--- src/rtl/act_skew_feeder.sv ---
// Skews a LANES-wide activation stream into a diagonal wavefront for a systolic array, then drains and pulses pass_done.
// Optional input-bubble counter is compiled in when ACT_SKEW_BUBBLE_CNT_EN is defined.
module act_skew_feeder #(
  parameter int LANES  = 4,
  parameter int LANE_W = 16,
  parameter int LEN_W  = 16
) (
  input  logic                    clk,
  input  logic                    rst_n,
  input  logic                    cfg_start,
  input  logic [LEN_W-1:0]        cfg_vec_len,
  output logic                    cfg_busy,
  input  logic                    s_axis_act_tvalid,
  output logic                    s_axis_act_tready,
  input  logic [LANES*LANE_W-1:0] s_axis_act_tdata,
  input  logic                    array_en,
  output logic [LANES*LANE_W-1:0] lane_data,
  output logic [LANES-1:0]        lane_valid,
  output logic                    pass_done,
  output logic [31:0]             bubble_cnt
);
  localparam int FC_W = $clog2(LANES + 1);

  typedef enum logic [1:0] {IDLE, RUN, FLUSH, DONE} state_e;

  state_e           state_q, state_d;
  logic [LEN_W-1:0] vec_len_q, vec_len_d;
  logic [LEN_W-1:0] word_cnt_q, word_cnt_d;
  logic [FC_W-1:0]  flush_cnt_q, flush_cnt_d;
  logic             start_acc, accept, shift, last_word, flush_end;

  assign start_acc = cfg_start & (state_q == IDLE);
  assign accept    = s_axis_act_tvalid & s_axis_act_tready;
  assign last_word = (word_cnt_q == vec_len_q - LEN_W'(1));
  assign flush_end = (flush_cnt_q == FC_W'(LANES - 1));

  always_ff @(posedge clk or negedge rst_n) begin
    if (!rst_n) state_q <= IDLE;
    else        state_q <= state_d;
  end

  always_comb begin
    state_d = state_q;
    case (state_q)
      IDLE:    if (start_acc) state_d = (cfg_vec_len == '0) ? DONE : RUN;
      RUN:     if (accept && last_word) state_d = (LANES == 1) ? DONE : FLUSH;
      FLUSH:   if (shift && flush_end) state_d = DONE;
      DONE:    state_d = IDLE;
      default: state_d = IDLE;
    endcase
  end

  always_comb begin
    cfg_busy          = (state_q != IDLE);
    pass_done         = (state_q == DONE);
    s_axis_act_tready = array_en & (state_q == RUN);
    shift             = array_en & ((state_q == RUN) | (state_q == FLUSH));
  end

  // word_cnt never wraps: it tops out at vec_len, which fits LEN_W bits.
  always_comb begin
    vec_len_d   = vec_len_q;
    word_cnt_d  = word_cnt_q;
    flush_cnt_d = flush_cnt_q;
    if (start_acc) begin
      vec_len_d   = cfg_vec_len;
      word_cnt_d  = '0;
      flush_cnt_d = '0;
    end
    if (accept) word_cnt_d = word_cnt_q + LEN_W'(1);
    if (shift && (state_q == FLUSH)) flush_cnt_d = flush_cnt_q + FC_W'(1);
  end

  always_ff @(posedge clk or negedge rst_n) begin
    if (!rst_n) begin
      vec_len_q   <= '0;
      word_cnt_q  <= '0;
      flush_cnt_q <= '0;
    end else begin
      vec_len_q   <= vec_len_d;
      word_cnt_q  <= word_cnt_d;
      flush_cnt_q <= flush_cnt_d;
    end
  end

  for (genvar k = 0; k < LANES; k++) begin : g_lane
    logic [LANE_W-1:0] dat_q [k+1];
    logic              vld_q [k+1];

    // Lane k is k+1 deep; empty slots carry zero data so bubbles stay aligned across lanes.
    always_ff @(posedge clk or negedge rst_n) begin
      if (!rst_n) begin
        for (int j = 0; j <= k; j++) begin
          dat_q[j] <= '0;
          vld_q[j] <= 1'b0;
        end
      end else if (shift) begin
        dat_q[0] <= accept ? s_axis_act_tdata[k*LANE_W +: LANE_W] : '0;
        vld_q[0] <= accept;
        for (int j = 1; j <= k; j++) begin
          dat_q[j] <= dat_q[j-1];
          vld_q[j] <= vld_q[j-1];
        end
      end
    end

    assign lane_data[k*LANE_W +: LANE_W] = dat_q[k];
    assign lane_valid[k]                 = vld_q[k];
  end

`ifdef ACT_SKEW_BUBBLE_CNT_EN
  logic [31:0] bubble_q, bubble_d;

  always_comb begin
    bubble_d = bubble_q;
    if (start_acc)
      bubble_d = '0;
    else if (shift && (state_q == RUN) && !accept && (bubble_q != 32'hFFFF_FFFF))
      bubble_d = bubble_q + 32'd1;
  end

  always_ff @(posedge clk or negedge rst_n) begin
    if (!rst_n) bubble_q <= '0;
    else        bubble_q <= bubble_d;
  end

  assign bubble_cnt = bubble_q;
`else
  assign bubble_cnt = '0;
`endif

endmodule

--- config.mk ---
export PLATFORM = sky130hd
export DESIGN_NAME = act_skew_feeder
export DESIGN_NICKNAME = d
export VERILOG_FILES = /design/src/rtl/act_skew_feeder.sv
export SDC_FILE = /design/constraint.sdc
export NUM_CORES = 1
export LEC_CHECK = 0
export ABC_AREA = 1
export ABC_CLOCK_PERIOD_IN_PS = 2100
export BUFFER_PORTS_ARGS = -buffer_cell sky130_fd_sc_hd__buf_4
export CORE_MARGIN = 1
export CORE_UTILIZATION = 55
export DETAILED_ROUTE_END_ITERATION = 16
export MAX_ROUTING_LAYER = met4
export PLACE_DENSITY = 0.86
export RECOVER_POWER = 100
export SKIP_CTS_REPAIR_TIMING = 1
export SYNTH_ARGS = -nofsm -noshare
export SYNTH_HDL_FRONTEND = slang
export SYNTH_SLANG_ARGS = --single-unit
--- constraint.sdc ---
create_clock -name clk -period 2.1 [get_ports clk]
set_input_delay 0 -clock clk [delete_from_list [all_inputs] [get_ports clk]]
set_output_delay 0 -clock clk [all_outputs]
set_load 0.01 [all_outputs]
# Word level (Yosys, flattened, before mapping)
# Cells that the tools add are included.
# classes
add_sub_neg	3
multipliers	0
div_mod_pow	0
order_cmp	0
n_eq_ne	8
shift	0
n_mux	13
bitwise_logic	5
reduce_logical	9
# op_table
cell	n
16-bit two-way mux	6
16-bit by 1-bit adder with 16-bit output (second input constant)	1
16-bit equality test	1
16-bit zero test	1
16-bit by 1-bit subtractor with 16-bit output (second input constant)	1
2-bit two-way mux	4
2-bit case mux with 4 select lines	1
3-bit two-way mux	2
2-bit != test (second input constant)	3
2-bit nonzero test	3
1-bit bitwise AND	4
2-bit equality test (second input constant)	2
3-bit by 1-bit adder with 3-bit output (second input constant)	1
3-bit by 2-bit equality test with 1-bit output (second input constant)	1
1-bit logical AND	3
3-bit AND reduction	1
2-bit by 1-bit equality test with 1-bit output (second input constant)	1
2-bit zero test	1
1-bit OR	1
# totals
reg_bits	201
latchBits	0
ram_bits	0
mem_bits_ro	0
in_bits	85
out_inout_bits	103
wordCells	56
n_memories	0

# Logic depth before layout (Yosys ltp)
# depth
depth_word	6
depth_mapped	14
depth_no_buf	14

# Worst setup path before layout
# OpenSTA, ideal clock, no wires.
# synth_timing
path_kind	register to register
startpoint	register state_q[1]
endpoint	register word_cnt_q[15]
setup_ns	0.122
arrival_ns	1.621
required_time_ns	1.978
setup_slack_ns	0.356
path_stages_with_launch	14
path_buffers	0
synth_period_minus_slack_ns	1.744
path_cell_list	dfrtp_1 -> inv_1 -> ha_1 -> nand2_2 -> nor2_8 -> nand4_4 -> nor2_4 -> nand2_2 -> nor2_4 -> nand2_2 -> nor2_2 -> nand2_1 -> nand3_1 -> o21ai_1
# synth_between
elab_chain_len	4
elab_cells_between_ends	7
cone_classes	1 x eq/ne; 1 x mux; 3 x bitwise; 2 x reduce/logical
# synth_rtl
item	line	source
start: declaration	26	state_e state_q, state_d;
start signal: assignment	39	else state_q <= state_d;
2-bit by 1-bit equality test with 1-bit output	56	s_axis_act_tready = array_en & (state_q == RUN);
1-bit bitwise AND	56	
1-bit bitwise AND	33	assign accept = s_axis_act_tvalid & s_axis_act_tready;
16-bit two-way mux / 2-bit nonzero test (equally long branches)	--	
end signal: assignment	81	word_cnt_q <= word_cnt_d;
end: declaration	28	logic [LEN_W-1:0] word_cnt_q, word_cnt_d;
# Several ways; a longest one is shown, not always the timed one.
# A chain may end at the register's enable or synchronous reset.

# Final worst setup path
# Ends and elaborated chain as after synthesis.

==> qor.yml <==
placement:
  place_congestion: 0.910
  post-dp-hpwl_um: 12600
  dp_cells: 1349
  dp_slack_ns: 0.0586
  dpl_cell_area_um2: 10100
  io_buffers: 155
global_routing:
  grt_pass1_vias: 6726
  overflow: 0
  grt_usage: 0.235
  grt_max_degree: 165
  grt_pass1_wl_um: 32600
  antenna_found_initial: 0
sta:
  finClkSkew_ns: 0.0147
  final.period_utilization: 0.944
  slew-limit-headroom: -0.122
  setup_viol: 0
  layout_setup_ws_ns: 0.118
  period_needed_ns: 1.98
  setup-tns-final_ns: 0
  drv_slew: 68
  hold_viol_final: 0
  max_freq_ghz: 0.504
  max_slew.worst_pin.slew_ns: 1.68
drt:
  viasPerCell: 5.14
  wl_per_cell_um: 14.9
  final_antenna_net_count: 0
  wirelength_um: 22000
  firstDrtPassIters: 7
  route.vias.total: 7581
  drc_errors: 0
  drt_iter0_drc: 567
clock_tree:
  clk_path_buf_depth: 3
  cts-root-buf: "clkbuf_16"
  cts_tree: "built"
  cts_buffers: 22
  cts_sinks: 201
  h-tree-depth: 1
  clk-insertion-delay-late_ns: 0.50
  clkSlewWorstSetupHoldPaths_ns: 0.06
power_and_ir_drop:
  comb_power_share: 0.317
  internal-power_mw: 9.02
  leakage_nw: 5.56
  power.sequential.fraction: 0.418
  vdd_ir_drop_max_v: 0.000754
  p_switching_mw: 5.40
  swShare: 0.374
  power_density_nw_per_um2: 1270
  power_frac_clock: 0.265
worst_setup_path:
  crit_fanout: 7
  r2r_start: "state_q[1]$_DFFE_PN0P_"
  end_kind: "flop"
  cp.required_ns: 2.47
  arrival_ns: 2.36
  worstSetupPathType: "flop to flop"
  cp-startpoint: "state_q[1]$_DFFE_PN0P_"
  start_kind: "flop"
  r2r_cells: 13
yosys:
  synth_cells: 1066
  synth_edf_count: 0
  synthTopCellsByArea: "dfrtp_1 (55%), nand2_1 (11%), o21ai_0 (8.8%)"
  yosysMostFrequentCell: "nand2_1"
  ys_seq_area_frac: 0.548
  ys_warn_count: 0
  syn_area_per_cell_um2: 8.61
  async_flop_share: 1.00
  ys_top_cells_by_count: "nand2_1 (277), dfrtp_1 (201), o21ai_0 (162)"
  syn_area_um2: 9180
  synthFlopType: "dfrtp_1"
  ys_ff_latch: 201
  synth.largest_area_cell: "dfrtp_1"
  yosys.cell_types.count: 36
  synth_top_area_frac: 0.548
floorplan:
  io_pins: 188
  initial_utilization: 0.570
  die_width_um: 131
  die-area_um2: 17200
  core.rowCount: 46
  coreArea_um2: 16100
  die_h_um: 131
status:
  status: "complete, but fails checks"
  failed_checks: "capacitance limit, slew limit"
min_path:
  hp-class: "input pin to flop"
  min_from: "cfg_start"
  holdPathStages: 5
final_layout:
  drive_gt1_frac: 0.126
  stdcell_count: 1475
  nets: 1337
  antennaDiodeCount: 0
  fin_area_um2: 11400
  n_fill_cell: 1233
  area_growth_pct: 24.1
  final_util: 0.707
job:
  max_cap_violations: 1
logic make-up after synthesis:
logic type | synth area share
DFF | 0.548
xor gates and xnor gates | 0.0105
other | 0.000408
buffers and inverters | 0.136
and+or+nand+nor | 0.193
AOI/OAI and AO/OA | 0.0996
adders and majority gates | 0.0123
stage by stage:
stage          power, mW  hold WS, ns
6_report            14.4      0.00989
5_1_grt             15.4       0.0271
4_1_cts             14.7       -0.491
3_5_place_dp        10.8       0.0412
3_3_place_gp        10.6       0.0378
2_1_floorplan       9.46       -0.296
per-layer routing:
metal  track usage  vias up  wire, µm
met5             -        -         0
met4        0.0660        0       520
met3        0.0390       48      1340
met2         0.362      297     10900
met1         0.322     3636      9210
li1              -     3600         -
worst max-delay path, stage by stage (launching register included):
cell     delay, ns
dfrtp_1       0.40
inv_2         0.08
ha_2          0.18
nand2_2       0.10
nor2_8        0.19
nand4_4       0.12
nor2_4        0.14
nand2_2       0.10
nor2_4        0.13
nand2_2       0.09
nor2_4        0.11
nand2_1       0.07
nand3_1       0.07
o21ai_1       0.07
final timing paths:
check                                                   to  slack (ns)
max                             word_cnt_q[15]$_DFFE_PN0P_        0.12
max reg2reg                     word_cnt_q[15]$_DFFE_PN0P_        0.12
max in group asynchronous  g_lane[0].dat_q[12]$_DFFE_PN0P_        0.42
min                                 state_q[0]$_DFFE_PN0P_        0.01
min reg2reg                      lane_data[34]$_DFFE_PN0P_        0.47
min in group asynchronous        lane_data[25]$_DFFE_PN0P_        0.47
power by group through the flow:
stage | Sequential [mW] | Clock (mW) | Combinational (mW)
CTS | 6.01 | 3.87 | 4.79
finish | 6.02 | 3.82 | 4.57
floorplan | 5.89 | 0 | 3.57
detailed placement | 6.05 | 0 | 4.73
global route | 6.17 | 4.03 | 5.18
global placement | 5.99 | 0 | 4.58
placed cells by master (no fill, tap or decap), types with 7 or more instances in the layout:
cell / n
o21ai_0: 162
nand2_1: 274
conb_1: 32
dfrtp_1: 201
clkbuf_1: 75
nand3_1: 82
ha_1: 7
clkbuf_16: 22
nor2_1: 29
buf_4: 90
dlygate4sd3_1: 82
inv_1: 119
area by class of cell:
type                            instances  area, µm²  area share
Clock inverter                         11        125      0.0110
Multi-Input combinational cell        644       3040       0.267
Sequential cell                       201       5030       0.442
Timing Repair Buffer                  250       1860       0.164
Inverter                              124        468      0.0411
Tap cell                              216        270      0.0237
Clock buffer                           29        597      0.0524
sequential cells by signal, indices dropped and copies added (netlist names):
name	cells
g_lane.vld_q	2
state_q	2
g_lane.dat_q	112
lane_valid	2
flush_cnt_q	3
vec_len_q	16
lane_data	48
word_cnt_q	16
Note: power is estimated with default switching activity, not from simulation.
